## config.mk

```make
export PLATFORM = sky130hd
export DESIGN_NAME = universal_shift_register
export DESIGN_NICKNAME = d
export VERILOG_FILES = /design/src/rtl/usr_pkg.sv /design/src/rtl/usr_cnt_sat.sv /design/src/rtl/universal_shift_register.sv
export SDC_FILE = /design/constraint.sdc
export NUM_CORES = 1
export LEC_CHECK = 0
export BUFFER_PORTS_ARGS = -buffer_cell sky130_fd_sc_hd__buf_4
export CORE_AREA = 2 2 39 41
export CTS_BUF_LIST = sky130_fd_sc_hd__clkbuf_16
export CTS_CLUSTER_SIZE = 10
export DETAILED_ROUTE_END_ITERATION = 16
export DIE_AREA = 0 0 41 43
export GPL_TIMING_DRIVEN = 0
export PLACE_DENSITY = 0.63
export SLEW_MARGIN = 20
export SYNTH_ARGS = -nofsm -noshare
export SYNTH_HDL_FRONTEND = slang
export SYNTH_SLANG_ARGS = --single-unit
```

## constraint.sdc

```tcl
create_clock -name clk -period 1.58 [get_ports clk]
set_clock_uncertainty 0.2 [all_clocks]
set_input_delay 0.316 -clock clk [delete_from_list [all_inputs] [get_ports clk]]
set_output_delay 0.316 -clock clk [all_outputs]
set_load 0.05 [all_outputs]
```

## src/rtl/usr_pkg.sv

```systemverilog
// Shared definitions for the universal shift register: mode encodings and
// the shift-count width helper.
package usr_pkg;

  localparam logic [1:0] MODE_HOLD = 2'b00;
  localparam logic [1:0] MODE_SHL  = 2'b01;
  localparam logic [1:0] MODE_SHR  = 2'b10;
  localparam logic [1:0] MODE_LOAD = 2'b11;

  // Bits needed to count 0..width inclusive (the count saturates at width).
  function automatic int calc_cw(input int width);
    return $clog2(width + 1);
  endfunction

endpackage

```

## src/rtl/usr_cnt_sat.sv

```systemverilog
// Saturating up-counter with synchronous clear.
// Reset parks the count at MAX, so the flag reads "nothing left".
module usr_cnt_sat #(
  parameter int CW  = 3,
  parameter int MAX = 4
) (
  input  logic          clk,
  input  logic          rst,
  input  logic          clr,
  input  logic          inc,
  output logic [CW-1:0] cnt,
  output logic          sat
);

  localparam logic [CW-1:0] MAX_V = CW'(MAX);

  // Count register: reset to MAX, clear wins over increment, hold at MAX.
  always_ff @(posedge clk) begin
    if (rst) begin
      cnt <= MAX_V;
    end else if (clr) begin
      cnt <= '0;
    end else if (inc && (cnt != MAX_V)) begin
      cnt <= cnt + 1'b1;
    end
  end

  // Flag is decoded from the registered count, no added latency.
  always_comb begin
    sat = (cnt == MAX_V);
  end

endmodule

```

## src/rtl/universal_shift_register.sv

```systemverilog
// WIDTH-bit universal shift register: hold / shift-left / shift-right /
// parallel load, complementary outputs, serial taps at both ends and a
// count of shifts since the last load.
// Optional build macro: USR_ROTATE_EN enables rotate on SHL/SHR when rot=1;
// rotates recirculate data and therefore leave the shift count alone.
module universal_shift_register
  import usr_pkg::*;
#(
  parameter int              WIDTH     = 4,
  parameter logic [WIDTH-1:0] RESET_VAL = {WIDTH{1'b0}},
  localparam int             CW        = calc_cw(WIDTH)
) (
  input  logic             clk,
  input  logic             rst,
  input  logic             en,
  input  logic [1:0]       mode,
  input  logic [WIDTH-1:0] pin,
  input  logic             sin_lsb,
  input  logic             sin_msb,
  input  logic             rot,
  output logic [WIDTH-1:0] Q,
  output logic [WIDTH-1:0] Qbar,
  output logic             sout_msb,
  output logic             sout_lsb,
  output logic [CW-1:0]    shift_cnt,
  output logic             drained
);

  generate
    if (WIDTH < 2) begin : g_width_check
      $error("universal_shift_register: WIDTH must be >= 2");
    end
  endgenerate

  logic [WIDTH-1:0] q_reg;
  logic [WIDTH-1:0] q_next;
  logic             rot_act;
  logic             do_shift;
  logic             do_load;
  logic             cnt_inc;
  logic             fill_lsb;
  logic             fill_msb;

`ifdef USR_ROTATE_EN
  assign rot_act = rot;
`else
  // rot has no effect in this build; tie it off so it is visibly consumed.
  logic rot_unused;
  assign rot_unused = rot;
  assign rot_act    = 1'b0;
`endif

  // Serial fill bits: rotation recirculates the opposite end instead of sin_*.
  always_comb begin
    fill_lsb = rot_act ? q_reg[WIDTH-1] : sin_lsb;
    fill_msb = rot_act ? q_reg[0]       : sin_msb;
  end

  // Next-state mux; en=0 forces hold and unused inputs never reach q_next.
  always_comb begin
    q_next   = q_reg;
    do_shift = 1'b0;
    do_load  = 1'b0;
    if (en) begin
      case (mode)
        MODE_HOLD: q_next = q_reg;
        MODE_SHL: begin
          q_next   = {q_reg[WIDTH-2:0], fill_lsb};
          do_shift = 1'b1;
        end
        MODE_SHR: begin
          q_next   = {fill_msb, q_reg[WIDTH-1:1]};
          do_shift = 1'b1;
        end
        MODE_LOAD: begin
          q_next  = pin;
          do_load = 1'b1;
        end
        default: q_next = q_reg;
      endcase
    end
  end

  // Data register; reset has priority over everything else.
  always_ff @(posedge clk) begin
    if (rst) begin
      q_reg <= RESET_VAL;
    end else begin
      q_reg <= q_next;
    end
  end

  // Only real shifts consume data; rotations do not advance the count.
  always_comb begin
    cnt_inc = do_shift && !rot_act;
  end

  usr_cnt_sat #(
    .CW  (CW),
    .MAX (WIDTH)
  ) u_cnt (
    .clk (clk),
    .rst (rst),
    .clr (do_load),
    .inc (cnt_inc),
    .cnt (shift_cnt),
    .sat (drained)
  );

  // Outputs are pure decodes of the registered data.
  always_comb begin
    Q        = q_reg;
    Qbar     = ~q_reg;
    sout_msb = q_reg[WIDTH-1];
    sout_lsb = q_reg[0];
  end

endmodule
```

# After elaboration in Yosys (flattened, before gate mapping)
# Index checks and enable logic that the tools add are counted.
[totals]
register_bits = 7
out_inout_bits = 14
elab_cells = 24
[classes]
add_sub_neg = 1
eq_ne = 5
muxes = 7
bitwise_logic = 2
n_reduce_logical = 6
[ops]
columns = ["operator", "n"]
rows = [
  ["$pmux 4 s3", 1],
  ["$mux 3", 2],
  ["$eq 2x2->1 const B", 2],
  ["$mux 1", 4],
  ["$not 4->4", 1],
  ["$reduce_or 2->1", 2],
  ["$add 3x1->3 const B", 1],
  ["$eq 3x3->1 const B", 1],
  ["$ne 3x3->1 const B", 1],
  ["$eq 2x1->1 const B", 1],
  ["$logic_not 2->1", 1],
  ["$reduce_and 2->1", 1],
  ["$reduce_bool 2->1", 1],
  ["$logic_and 1x1->1", 1],
  ["$not 1->1", 1],
]

# Logic depth before layout (Yosys ltp)
# Gate-level depths: netlist of run 1.
[logic_depth]
word_depth = 7
depth_mapped = 6

# Modules after synthesis
# A second synthesis of run 1 with hierarchy kept.
[unflattened]
cells_unflattened = 55
area_unflattened_um2 = 488.0
[by_module_without_submodules]
columns = ["module", "instances", "cells_each", "area_per_inst_um2", "seq_area_each_um2"]
rows = [
  ["universal_shift_register", 1, 36, 296.5, 80.1],
  ["usr_cnt_sat", 1, 19, 191.4, 60.1],
]

# Least setup slack after synthesis of run 1
# Ideal clock, no wire load.
[synth_path]
path_kind = "register to register"
start = "register u_cnt.cnt[0]"
end = "register u_cnt.cnt[1]"
setup_ns = 0.070
arrival_ns = 1.650
setup_slack_ns = -0.340
stages_incl_launch_ff = 6
n_path_buf = 0
path_cell_list = "dfxtp_1 -> inv_1 -> ha_1 -> and2_4 -> or3b_1 -> a21oi_1"
[synth_between]
elab_chain_cells = 2
[synth_lines]
columns = ["element", "line", "text"]
rows = [
  ["start: declaration", "usr_cnt_sat.sv:11", "output logic [CW-1:0] cnt,"],
  ["start signal: assignment", "usr_cnt_sat.sv:24", "cnt <= cnt + 1'b1;"],
  ["branches (longest 2 deep; another with $add 3x1->3)", "n/a", ""],
]
# Several ways; the timed one is not identified.
# A chain may end at the register's enable or synchronous reset.

# Final worst setup path of run 1
[layout_path]
start = "register u_cnt.cnt[0]"
end = "output port drained"
[layout_between]
elab_chain_cells = 1
[layout_lines]
columns = ["element", "line", "text"]
rows = [
  ["$eq 3x3->1", "usr_cnt_sat.sv:30", "sat = (cnt == MAX_V);"],
  ["end: declaration", "universal_shift_register.sv:26", "output logic drained"],
]
# No other way between the ends.

==> impl_metrics.env, run 1 <==
export IMPL_switching_power_mw=0.241
export IMPL_yosys_warnings=0
export IMPL_clkLatencyLatePin_ns=0.23
export IMPL_dp_hpwl_um=820
export IMPL_numCtsBuffers=3
export IMPL_numPortBuffers=24
export IMPL_wl_per_cell_um=11.0
export IMPL_syn_nets=71
export IMPL_grt_setup_unrepaired="true"
export IMPL_fp_dieH_um=43
export IMPL_grt_antenna_before_repair=0
export IMPL_clk_pin_slew_ns=0.04
export IMPL_h_tree_depth=1
export IMPL_arrival_ns=1.07
export IMPL_relSlewSlack=0.837
export IMPL_fmax_mhz=631
export IMPL_drc=0
export IMPL_p_seq_frac=0.235
export IMPL_postRouteWirelength_mm=1.10
export IMPL_grt_pass1_vias=442
export IMPL_synth_edf_count=0
export IMPL_synth_area_leader_cell="dfxtp_1"
export IMPL_fin_setup_tns_ns=-0.00511
export IMPL_pwr_share_clk=0.512
export IMPL_syn_to_final_growth_pct=71.6
export IMPL_hold_slack_ns=0.106
export IMPL_cts_tree="built"
export IMPL_hold_violations=0
export IMPL_synthArstFlopShare=0
export IMPL_place_congestion=0.673
export IMPL_synth_common_cells="inv_1 (8), dfxtp_1 (7), ha_1 (5), nand2_1 (5), nor2_1 (5)"
export IMPL_crit_fanout=5
export IMPL_drt_iter0_markers=5
export IMPL_via_count=471
export IMPL_initial_core_util=0.325
export IMPL_synth_seq_cells=7
export IMPL_die_area_um2=1760
export IMPL_swShare=0.288
export IMPL_seq_area_frac_synth=0.312
export IMPL_die_w_um=41
export IMPL_slew_viol_final=0
export IMPL_vdd_drop_max_mv=0.496
export IMPL_synth_top_area_frac=0.312
export IMPL_grt_overflow=0
export IMPL_drive_gt1_frac=0.476
export IMPL_clock_sinks=7
export IMPL_power_share_combinational=0.253
export IMPL_cts_root_buffer="clkbuf_16"
export IMPL_setup_viol=1
export IMPL_antennaDiodeCount=0
export IMPL_p_leak_nw=0.369
export IMPL_core_um2=1380
export IMPL_yosysMostFrequentCell="inv_1"
export IMPL_max_clock_path_buffers=2
export IMPL_synthesis_area_um2=449
export IMPL_cp_end_kind="output pin"
export IMPL_status="complete, but fails checks"
export IMPL_synth_cells=54
export IMPL_io_pin_count=26
export IMPL_powerDensity_nw_per_um2=1080
export IMPL_fin_ws_ns=-0.00511
export IMPL_nets=102
export IMPL_grt_use_total=0.145
export IMPL_drt_pass1_iter_count=4
export IMPL_grt_first_pass_wirelength_mm=1.76
export IMPL_crit_type="reg2out"
export IMPL_timing_final_crit_share=1.00
export IMPL_synth_area_leaders="dfxtp_1 (31%), ha_1 (14%), a311oi_1 (7.8%)"
export IMPL_ys_flop_type="dfxtp_1"
export IMPL_maxCapViolations=0
export IMPL_max_slew_worst_pin_slew_ns=0.245
export IMPL_ant_nets=0
export IMPL_start_kind="flop"
export IMPL_min_path_type="in2reg"
export IMPL_required_ns=1.06
export IMPL_placementRows=14
export IMPL_min_period_ns=1.59
export IMPL_violations="setup timing"
export IMPL_ys_types=17
export IMPL_grt_max_degree=9
export IMPL_hold_buffers=0
export IMPL_cellInternalPower_mw=0.594
export IMPL_vias_per_cell=4.71
export IMPL_synth_area_per_cell_um2=8.32
[critical path, stage by stage, from the launching register on]
cell     delay (ns)
dfxtp_4        0.34
inv_2          0.04
ha_4           0.14
and2_4         0.17
buf_8          0.15
[routing by layer]
metal  share of wire  GRT usage
met5               0          0
met4               0     0.0400
met3           0.095     0.0471
met2            0.49      0.241
met1            0.42      0.168
[cells by family (layout without fill, tap and decap cells)]
group                      count (synthesis)  after routing  synth area share
and+or+nand+nor                           15             15             0.178
AOI/OAI and AO/OA                         16             16             0.253
DFF                                        7              7             0.312
buffers and inverters                     11             41             0.117
adders and majority gates                  5              5             0.139
[sequential cells by signal (all words and copies together) (netlist names)]
| name | count |
|---|---|
| Q | 4 |
| u_cnt.cnt | 3 |
[cell usage in the layout (no fill, tap or decap)]
cell	n
clkbuf_16	3
and2_4	1
o21ai_0	3
a21o_1	2
dfxtp_4	2
ha_4	1
inv_2	2
and4b_2	1
and2b_1	1
a21oi_1	2
ha_1	4
nor2_1	5
or3b_1	1
buf_4	28
or3_1	1
nand2_1	5
a31o_2	1
inv_1	7
buf_8	1
dfxtp_1	5
a311oi_1	4
a22oi_1	4
[power groups by stage]
stage | Clock, mW | Sequential, mW | Combinational (mW)
floorplan | 0 | 0.233 | 0.102
global placement | 0 | 0.200 | 0.204
detailed placement | 0 | 0.200 | 0.206
CTS | 0.431 | 0.197 | 0.212
global route | 0.443 | 0.199 | 0.228
finish | 0.427 | 0.196 | 0.211
[through the flow]
stage                util  setup slack [ns]  total power [mW]  instance area [um^2]  instances
global placement    0.476           -0.0559             0.404                   659         94
detailed placement  0.476           -0.0594             0.406                   659         94
floorplan               -           -0.0244             0.336                   459         54
CTS                 0.557          -0.00216             0.840                   771        100
global route        0.557           -0.0262             0.870                   771        100
finish              0.557          -0.00511             0.835                   771        100
[what timing repair did]
| action | in CTS | in global routing |
|---|---|---|
| gates resized for setup | 3 | 0 |
| setup endpoints to repair | 1 | 1 |
| buffers inserted | 2 | 0 |
| pin swaps | 0 | 0 |
| endpoints found under the hold margin | 0 | 0 |
[final cells by class]
cell class | count | area, um^2
flip-flops and latches | 7 | 148
repair buffers | 26 | 203
clock buffers | 3 | 75.1
clock inverters | 1 | 3.75
plain buffers | 3 | 22.5
fillers | 146 | 613
inverters | 8 | 30.0
well taps | 16 | 20.0
multi-input cells | 36 | 269
[path summary, 6_finish.rpt]
path / start / endpoint / slack [ns] / cells past startpoint
min: rst / Q[3]$_SDFFE_PP0P_ / 0.11 / 2
max reg2reg: u_cnt.cnt[0]$_SDFFE_PP0P_ / u_cnt.cnt[1]$_SDFFE_PP0P_ / 0.14 / 5
min reg2reg: Q[2]$_SDFFE_PP0P_ / Q[3]$_SDFFE_PP0P_ / 0.33 / 2
max: u_cnt.cnt[0]$_SDFFE_PP0P_ / drained / -0.005 / 4
Note: power is estimated with default switching activity, not from simulation.
==> run 2, diff against run 1 <==
Settings changed: ABC_AREA set to 1, PLACE_DENSITY 0.63 to 0.66.
==> impl_metrics.env, run 2 <==
export IMPL_synth_seq_cells=7
export IMPL_synthesis_area_um2=479
export IMPL_violations="setup timing"
export IMPL_crit_slowest_cell="dfxtp_4"
export IMPL_maxCapViolations=0
export IMPL_clk_pin_slew_ns=0.03
export IMPL_fmax_mhz=626
export IMPL_fin_setup_tns_ns=-0.0171
export IMPL_drc=0
export IMPL_drt_pass1_iter_count=4
export IMPL_synth_cells=75
export IMPL_numPortBuffers=24
export IMPL_ys_types=13
export IMPL_grt_max_degree=9
export IMPL_syn_to_final_growth_pct=77.0
export IMPL_synth_xor_area_share=0
export IMPL_hold_slack_ns=0.161
export IMPL_ant_nets=0
export IMPL_yosys_area_share_simple=0.381
export IMPL_place_inst=115
export IMPL_instances_no_fill=125
export IMPL_synth_edf_count=0
export IMPL_largest_reg_flops=4
export IMPL_seq_area_frac_synth=0.292
export IMPL_synth_top_family_by_area="simple AND/OR/NAND/NOR gates"
export IMPL_hold_violations=0
export IMPL_synthMuxAreaShare=0
export IMPL_yosysMostFrequentCell="nand2_1"
export IMPL_synthArstFlopShare=0
export IMPL_rr_startpoint="u_cnt.cnt[1]$_SDFFE_PP0P_"
export IMPL_setup_worst_path_start="u_cnt.cnt[0]$_SDFFE_PP0P_"
export IMPL_syn_nets=92
export IMPL_dp_hpwl_um=915
export IMPL_clkLatencyLatePin_ns=0.23
export IMPL_die_area_um2=1760
export IMPL_io_pin_count=26
export IMPL_final_cell_mix="buf_4 (31), nand2_1 (15), nor2_1 (14)"
export IMPL_crit_type="reg2out"
export IMPL_clock_sinks=7
export IMPL_arrival_ns=1.08
export IMPL_grt_setup_unrepaired="true"
export IMPL_final_common_cell="buf_4"
export IMPL_synth_common_cells="nand2_1 (16), nor2_1 (15), inv_1 (12)"
export IMPL_synth_area_per_cell_um2=6.39
export IMPL_placementRows=14
export IMPL_slew_viol_final=0
export IMPL_cp_end_kind="output pin"
export IMPL_vdd_drop_max_mv=0.838
export IMPL_cts_root_buffer="clkbuf_16"
export IMPL_postRouteWirelength_mm=1.21
export IMPL_initial_core_util=0.346
export IMPL_nets=127
export IMPL_yosys_warnings=0
export IMPL_drt_iter0_markers=14
export IMPL_ys_flop_type="dfxtp_1"
export IMPL_grt_pass1_vias=517
export IMPL_max_slew_worst_pin_slew_ns=0.203
export IMPL_drive_gt1_frac=0.431
export IMPL_relSlewSlack=0.864
export IMPL_numCtsBuffers=3
export IMPL_worst_path_buf_inv=3
export IMPL_cp_slowest_stage_delay_ns=0.35
export IMPL_synth_top_area_frac=0.292
export IMPL_cts_tree="built"
export IMPL_via_count=554
export IMPL_h_tree_depth=1
export IMPL_setup_viol=1
export IMPL_timing_final_crit_share=1.01
export IMPL_crit_chain="inv_4, ha_4, nand2_4, clkinvlp_4, buf_8"
export IMPL_crit_fanout=2
export IMPL_synth_fa_ha_area_frac=0.131
export IMPL_hp_start="rst"
export IMPL_fp_dieH_um=43
export IMPL_min_path_type="in2reg"
export IMPL_powerDensity_nw_per_um2=1040
export IMPL_start_kind="flop"
export IMPL_grt_overflow=0
export IMPL_min_period_ns=1.60
export IMPL_synth_compound_area_frac=0.0627
export IMPL_crit_family="flip-flops"
export IMPL_core_um2=1380
export IMPL_max_clock_path_buffers=2
export IMPL_wl_per_cell_um=9.68
export IMPL_grt_use_total=0.160
export IMPL_status="complete, but fails checks"
export IMPL_synth_area_leaders="dfxtp_1 (29%), ha_1 (13%), nand2_1 (13%)"
export IMPL_fin_ws_ns=-0.0171
export IMPL_die_w_um=41
export IMPL_fill_cells=147
export IMPL_grt_antenna_before_repair=0
export IMPL_p_leak_nw=0.431
export IMPL_antennaDiodeCount=0
export IMPL_grt_first_pass_wirelength_mm=1.96
export IMPL_required_ns=1.06
export IMPL_place_congestion=0.779
export IMPL_synth_area_leader_cell="dfxtp_1"
export IMPL_vias_per_cell=4.43
[run 2: cell types whose count changed in the layout (fill, tap and decap cells not counted), sizes merged, moves of 2 or more]
cell    previous run  this run
a21o               2         0
a22oi              4         0
a311oi             4         0
buf               29        32
inv                9        13
nand2              5        16
nand3              0         8
nor2               5        16
[run 2: layer usage]
| layer | up-vias | track usage | wire [um] |
|---|---|---|---|
| li1 | 296 | - | - |
| met1 | 239 | 0.179 | 515 |
| met2 | 19 | 0.278 | 621 |
| met3 | 0 | 0.0471 | 73 |
| met4 | 0 | 0.0400 | 0 |
| met5 | - | 0 | 0 |
[run 2: cell families (layout without fill, tap and decap cells)]
| logic type | count (synthesis) | after routing |
|---|---|---|
| compound gates | 6 | 6 |
| flops | 7 | 7 |
| simple gates | 42 | 42 |
| buf+inv | 15 | 49 |
| fa+ha+maj | 5 | 5 |
[run 2: path summary, 6_finish.rpt]
check                         endpoint  slack, ns  cells after the start
max reg2reg  u_cnt.cnt[1]$_SDFFE_PP0P_       0.16                      8
max                            drained      -0.02                      5
min reg2reg  u_cnt.cnt[2]$_SDFFE_PP1P_       0.35                      2
min          u_cnt.cnt[2]$_SDFFE_PP1P_       0.16                      3
[run 2: worst min-delay path, cell delays in order]
cell	delay [ns]
buf_4	0.07
inv_1	0.07
nand3_1	0.09
[run 2: final cells by class]
| type | count | area (um^2) | area share |
|---|---|---|---|
| multi-input combinational | 53 | 298 | 0.351 |
| tap | 16 | 20.0 | 0.0236 |
| clock buffer | 3 | 75.1 | 0.0885 |
| sequential | 7 | 149 | 0.176 |
| buffer | 2 | 15.0 | 0.0177 |
| inverter | 13 | 55.1 | 0.0649 |
| timing repair buffer | 30 | 233 | 0.274 |
| clock inverter | 1 | 3.75 | 0.00442 |
[run 2: through the flow]
step                total power, mW  setup WS (ns)  instance area (um^2)  utilization
floorplan                     0.368     -0.0000686                   517            -
global placement              0.443          0.113                   717        0.518
detailed placement            0.445         0.0899                   717        0.518
CTS                           0.888        -0.0219                   841        0.608
global route                  0.923        -0.0445                   848        0.613
finish                        0.884        -0.0171                   848        0.613
[run 2: timing repair]
item | CTS | global route
setup endpoints to repair | 1 | 1
pin swaps | 1 | 0
gates cloned | 0 | 0
hold buffers | 0 | 0
resized for setup | 2 | 0
setup buffers | 5 | 1
[run 2: where the power goes]
group          internal, mW  total (mW)  switching, mW  leakage (nW)
sequential            0.187       0.201         0.0141        0.0588
clock                 0.329       0.420         0.0913        0.0423
combinational         0.102       0.263          0.160         0.330
